--- src/rtl/alu_sequencer.sv ---
// alu_sequencer: issues one registered one-hot control word to an external ALU,
// waits a fixed number of settle cycles (longer for multiply/divide), captures the
// ALU's high/low results and raises a one-cycle done pulse. A request whose op
// is not exactly one-hot is rejected with done and err, and nothing else changes.
module alu_sequencer #(
  parameter int BITS        = 32,
  parameter int SIG_COUNT   = 12,
  parameter int MULDIV_WAIT = 4
) (
  input  logic                 clk,
  input  logic                 clr,
  input  logic                 start,
  input  logic [SIG_COUNT-1:0] op,
  input  logic [BITS-1:0]      alu_hi,
  input  logic [BITS-1:0]      alu_lo,
  output logic [SIG_COUNT-1:0] alu_ctrl,
  output logic                 busy,
  output logic                 done,
  output logic                 err,
  output logic [BITS-1:0]      z_hi,
  output logic [BITS-1:0]      z_lo
);

  localparam logic [0:0] IDLE = 1'b0;
  localparam logic [0:0] EXEC = 1'b1;

  // Extra cycles spent in EXEC before the capture edge for multiply/divide.
  localparam logic [3:0]           MD_LOAD = 4'(MULDIV_WAIT - 1);
  localparam logic [SIG_COUNT-1:0] OP_ONE  = SIG_COUNT'(1);

  logic [0:0] state;
  logic [3:0] cnt;
  logic       op_onehot;
  logic       op_muldiv;
  logic       ctrl_muldiv;

  // A value is one-hot when it is nonzero and clearing its lowest set bit leaves zero.
  assign op_onehot   = (op != '0) && ((op & (op - OP_ONE)) == '0);
  assign op_muldiv   = op[2] | op[3];
  // The latched control word, not the live op input, decides how z_hi is filled.
  assign ctrl_muldiv = alu_ctrl[2] | alu_ctrl[3];

  // Request acceptance, settle countdown and result capture.
  // NOTE: every register here uses <= so all updates see pre-edge values;
  // blocking assignments would let later statements observe half-updated state.
  always_ff @(posedge clk or negedge clr) begin
    if (!clr) begin
      state    <= IDLE;
      cnt      <= '0;
      alu_ctrl <= '0;
      busy     <= 1'b0;
      done     <= 1'b0;
      err      <= 1'b0;
      z_hi     <= '0;
      z_lo     <= '0;
    end else begin
      // done/err are single-cycle pulses unless re-raised below.
      done <= 1'b0;
      err  <= 1'b0;
      case (state)
        IDLE: begin
          if (start) begin
            if (op_onehot) begin
              alu_ctrl <= op;
              busy     <= 1'b1;
              cnt      <= op_muldiv ? MD_LOAD : 4'd0;
              state    <= EXEC;
            end else begin
              done <= 1'b1;
              err  <= 1'b1;
            end
          end
        end
        EXEC: begin
          // start and op are deliberately not looked at while busy.
          if (cnt != 4'd0) begin
            cnt <= cnt - 4'd1;
          end else begin
            z_lo     <= alu_lo;
            z_hi     <= ctrl_muldiv ? alu_hi : '0;
            done     <= 1'b1;
            busy     <= 1'b0;
            alu_ctrl <= '0;
            state    <= IDLE;
          end
        end
        default: state <= IDLE;
      endcase
    end
  end

endmodule
--- config.mk ---
export PLATFORM = sky130hd
export DESIGN_NAME = alu_sequencer
export DESIGN_NICKNAME = d
export VERILOG_FILES = /design/src/rtl/alu_sequencer.sv
export SDC_FILE = /design/constraint.sdc
export NUM_CORES = 1
export LEC_CHECK = 0
export ABC_CLOCK_PERIOD_IN_PS = 2000
export BUFFER_PORTS_ARGS = -buffer_cell sky130_fd_sc_hd__buf_4
export CORE_UTILIZATION = 42
export DETAILED_ROUTE_END_ITERATION = 6
export PLACE_DENSITY = 0.87
export SLEW_MARGIN = 20
export SYNTH_ARGS = -nofsm -noshare
export SYNTH_HDL_FRONTEND = slang
export SYNTH_SLANG_ARGS = --single-unit
--- constraint.sdc ---
create_clock -name clk -period 2 [get_ports clk]
set_input_delay 0.4 -clock clk [delete_from_list [all_inputs] [get_ports clk]]
set_output_delay 0.4 -clock clk [all_outputs]
set_load 0.005 [all_outputs]
* After elaboration in Yosys (flattened, before gate mapping)
Index checks and enable logic that the tools add are counted.
** Word-level totals
- Latch bits :: 0
- Memory bits (read-only) :: 0
- Input bits :: 79
- Output and inout port bits :: 79
- Memories :: 0
- Register bits after elaboration :: 84
- Memory bits (writable) :: 0
- Logic and storage cells :: 49
** Cells by class
- $add $sub $neg :: 2
- Shift operators :: 0
- Muxes and demuxes :: 23
- $mul :: 0
- $lt $le $gt $ge :: 0
- Reduce and logical (&&, ||, !) cells :: 7
- Divide/modulo/power cells :: 0
- Eq/ne operators :: 4
- Bitwise logic cells :: 5
** Operators with widths (number)
- 12-bit two-way mux :: 3
- 32-bit two-way mux :: 1
- 12-bit case mux with 2 select lines :: 1
- 12-bit bitwise AND :: 1
- 12-bit logical NOT :: 1
- 4-bit two-way mux :: 3
- 12-bit nonzero test :: 1
- 12-bit by 1-bit subtractor with 12-bit output, second input constant :: 1
- 1-bit two-way mux :: 10
- 4-bit case mux with 2 select lines :: 1
- 2-bit inequality test, second input constant :: 3
- 1-bit case mux with 2 select lines :: 3
- 3-bit AND reduction :: 2
- 4-bit nonzero test :: 1
- 4-bit by 1-bit subtractor with 4-bit output, second input constant :: 1
- 2-bit two-way mux :: 1
- 2-bit by 1-bit inequality test with 1-bit output, second input constant :: 1
- 1-bit NOT :: 2
- 1-bit bitwise OR :: 2
- 2-bit AND reduction :: 1
- 1-bit logical AND :: 1

* Longest topological paths before layout
- Word-level depth :: 7
- Depth in mapped cells :: 8
- Depth with buffers taken out :: 7

* Worst setup path before layout
No wires, ideal clock.
- Path kind :: input to register
- Start :: input port op[2]
- End :: register alu_ctrl[0]
- Setup slack :: -0.275 ns
- Data arrival time :: 2.154 ns
- Library setup time :: 0.121 ns
- Stages :: 7
- Cell sequence :: or4_4 or3_1 a211oi_2 o311a_2 o211ai_2 buf_2 a22o_1
** Between the ends
- Word-level cells in the longest chain between the ends :: 6
- Elaborated cells between the ends (all ways) :: 7
** RTL lines
- from (decl) :: line 13 : input logic [SIG_COUNT-1:0] op,
- 12-bit by 1-bit subtractor with 12-bit output :: line 38 : assign op_onehot = (op != '0) && ((op & (op - OP_ONE)) == '0);
- 12-bit bitwise AND :: line 38
- 12-bit logical NOT :: line 38
- 1-bit logical AND * :: line 38
- 2-bit inequality test (no line) *
- 3-bit AND reduction (no line) *
- to (signal assigned) :: line 64 : alu_ctrl <= op;
- to (decl) :: line 16 : output logic [SIG_COUNT-1:0] alu_ctrl,
Mark *: on every way between the ends. The rest lies on a longest branch, timed or not.
A chain may end at the register's enable or synchronous reset.

* Worst setup path after layout
- Start :: input port op[2]
- End :: register alu_ctrl[2]
** Between the ends
- Word-level cells in the longest chain between the ends :: 6
- Elaborated cells between the ends (all ways) :: 10
** RTL lines (line)
- 12-bit by 1-bit subtractor with 12-bit output :: 38
- 12-bit bitwise AND :: 38
- 12-bit logical NOT :: 38
- 1-bit logical AND :: 38
- 2-bit inequality test (no line)
- 3-bit AND reduction (no line)
Several ways; a longest one is shown, not always the timed one. The select of a mux whose other input is x is not followed.

==> metrics.md <==
| Metric | Value |
|---|---|
| IO Pins | `158` |
| Worst setup path start | `op[2]` |
| Setup repair after global routing missed its margin | `yes` |
| R2r endpoint | `z_hi[2]` |
| FILL cells | `roughly 630` |
| Power Density | `966.9 nW/um^2` |
| Post-layout util | `66.33%` |
| Clk Tree Root Cell | `clkbuf_8` |
| Achievable Freq | `0.4875 GHz` |
| GR Util All Layers | `21.55%` |
| Sequential share of the synthesized area | `61.00%` |
| Final Hold Viols | `1` |
| Largest family of logic cells by synthesized area | `simple AND/OR/NAND/NOR gates` |
| Leakage | `2.883 nW` |
| TNS Setup | `-0.4105 ns` |
| GPL Wtd Cong | `0.8221` |
| Critical R2R Launch | `cnt[1]` |
| Final nets | `621` |
| Synth Area in Simple Gates | `26.76%` |
| Reg clk slew, reported paths | `~0.080 ns` |
| Violated checks | `hold timing, setup timing` |
| Worst-path fanout max | `12` |
| XOR/XNOR share of the synthesized area | `0.2542%` |
| Setup crit start kind | `input port` |
| Largest net degree at the start of global routing | `approximately 50` |
| Reg area | `2102 sq um` |
| Die Height | `92.58 microns` |
| Worst hold-check path type | `input port to async pin` |
| Syn_nets | `447` |
| I/O Buffers | `between 150 and 200` |
| ANT nets after route | `0` |
| Final Setup Violations | `14` |
| Share of layout cells above drive strength 1 | `between 30% and 40%` |
| #FFs+latches synth | `84` |
| Grt ovf | `0` |
| Vias post-DR | `3,203` |
| Drt wl/cell | `about 14 microns` |
| First drt pass iteration count | `4` |
| Worst Setup End Kind | `flop` |
| Synthesis-to-finish area growth | `51.05%` |
| R2r setup slk | `about 0.12 ns` |
| Core Area | `7848 sq um` |
| CTS Buf Count | `9` |
| Mapped Cells | `~370` |
| Mean area per synthesized cell | `9.415 sq um` |
| CTS tree | `done` |
| Synth Area in Compound Gates | `between 7 and 8%` |
| Area taken by multi-input logic gates | `1336 sq um` |
| Max-cap viol count | `0` |
| First-pass GRT wire length | `14.41 mm` |
| Slew HR | `58.34%` |
| Crit path arrival time | `2.28 ns` |
| Hpwl dp | `between 6 and 7 mm` |
| Worst hold slack | `-0.001170 ns` |
| Slew Viols, Final | `0` |
| Violation count after the first detailed-route iteration | `103` |
| Status | `finished with violations` |
| DIE AREA | `about 8600 sq um` |
| Via count of the first global-routing pass | `3,164` |
| Mapped cell area | `3446 sq um` |
| Adder-cell area share of the yosys netlist | `1.017%` |
| Residual DRC count | `0` |
| WL final | `between 9 and 10 mm` |
| Via-to-Cell Ratio | `4.951` |
| Synth cell types | `35` |
| Initial antenna violation count | `0` |
| Final std cells w/o fill | `647` |
| R2R depth | `7` |
| Die width | `slightly above 90 microns` |
| Final period util | `102.6%` |
| Crit Path Category | `input port to flop` |
| Std cell rows | `32` |
| Placed Cells | `628` |
| Maximum VDD drop | `0.5999 mV` |
| Worst setup margin | `-0.05136 ns` |
| Minimum clock period after layout | `2.051 ns` |
| CTS sink cnt | `between 80 and 90` |
| Post-synthesis mux area share | `0.5810%` |
| Synth warn | `0` |
| Longest Clk Path Bufs | `2` |
| Worst-Skew Late Latency | `around 0.34 ns` |
| Htree depth | `3` |
| Worst slew pin tran | `0.6249 ns` |
| Worst EP required | `approximately 2.2 ns` |
| Worst Clk Skew | `0.009589 ns` |
| Ant diodes | `0` |
| Starting Density | `43.91%` |
cell type report:
cell class | instances | area share (%)
timing repair buffer | 183 | 27.09
clock buffer | 12 | 2.788
tap | 102 | 2.452
multi-input combinational | 259 | 25.67
sequential | 84 | 40.38
inverter | 3 | 0.2163
clock inverter | 4 | 1.394
how the worst max path moves through the flow:
stage | cells past startpoint | endpoint
global route | 7 | alu_ctrl[2]
CTS | 7 | alu_ctrl[7]
floorplan | 7 | alu_ctrl[0]
finish | 7 | alu_ctrl[2]
detailed placement | 7 | alu_ctrl[1]
global placement | 7 | alu_ctrl[3]
cells by family (layout without fill, tap and decap cells):
family                     Yosys count  in the layout
AOI/OAI and AO/OA                   33             33
xor gates and xnor gates             1              1
adders and majority gates            3              3
buffers and inverters               24            202
DFF                                 84             84
muxes                                2              2
and+or+nand+nor                    219            220
timing repair:
item,in CTS,in global routing
resized for setup,5,9
setup endpoints to repair,17,42
cloned,1,0
buffers inserted,1,1
hold buffers,0,0
pin swaps,3,3
Yosys cell counts:
library cell,number,area share (%)
nand2_1,164,18
dfrtp_1,84,61
nand3_1,33,4.8
clkbuf_1,15,1.6
a22o_1,10,2.5
nor2_1,6,0.65
o21ai_0,5,0.73
a21oi_1,4,0.58
a21o_1,3,0.65
buf_2,3,0.44
nor3_1,3,0.44
or3_1,3,0.54
a211oi_1,2,0.44
a31o_2,2,0.51
buf_1,2,0.22
ha_1,2,0.73
inv_1,2,0.22
mux2i_1,2,0.58
nor3b_1,2,0.44
nor4b_1,2,0.51
o31ai_1,2,0.44
or2_2,2,0.36
a2111o_1,1,0.33
a211oi_2,1,0.36
a31oi_1,1,0.18
and3_4,1,0.33
buf_6,1,0.33
clkinv_1,1,0.11
maj3_1,1,0.29
o211ai_2,1,0.36
o311a_2,1,0.33
or4_1,1,0.22
or4_4,1,0.33
or4b_1,1,0.29
xor2_1,1,0.25
stage by stage:
step / total power (W) / area, sq um / worst slack, ns
floorplan: 0.002792 / 3473 / -0.2164
global route: 0.005339 / 5205 / -0.07783
finish: 0.005032 / 5205 / -0.05136
global placement: 0.003693 / 4897 / -0.4176
CTS: 0.005059 / 5160 / 0.005603
detailed placement: 0.003743 / 4897 / -0.5400
placed cells by master, fill, tap and decap left out, types with 4 or more instances in the layout:
master	Yosys	routed
a22o_1	10	10
buf_4	0	178
clkbuf_8	0	10
dfrtp_1	84	84
nand2_1	164	164
nand3_1	33	33
nor2_1	6	6
o21ai_0	5	4
flip-flops by register name, summed over array words and instances, names as in the netlist:
signal and count:
z_hi 32, z_lo 32, alu_ctrl 12, cnt 4
busy 1, done 1, err 1, state 1
layer usage:
layer | GRT usage (%) | wire length (microns) | vias to the layer above
li1 | - | - | 1549
met1 | 26.01 | 3727 | 1515
met2 | 36.60 | 4565 | 121
met3 | 5.255 | 628 | 18
met4 | 9.245 | 198 | 0
met5 | 0 | 0 | -
critical path, cell delays in order:
cell and delay [ns]:
buf_6 0.09, or4_4 0.57, o21ai_1 0.25, nor4b_4 0.28, o311a_4 0.28, o211ai_4 0.16
a22o_1 0.23
where the power goes:
part	switching, W	internal (W)	total (W)
combinational	0.000607	0.000832	0.00144
sequential	0.000211	0.00208	0.00229
clock	0.000565	0.000737	0.00130
total	0.00138	0.00365	0.00503
No activity file was read; power rests on OpenSTA's default activity.
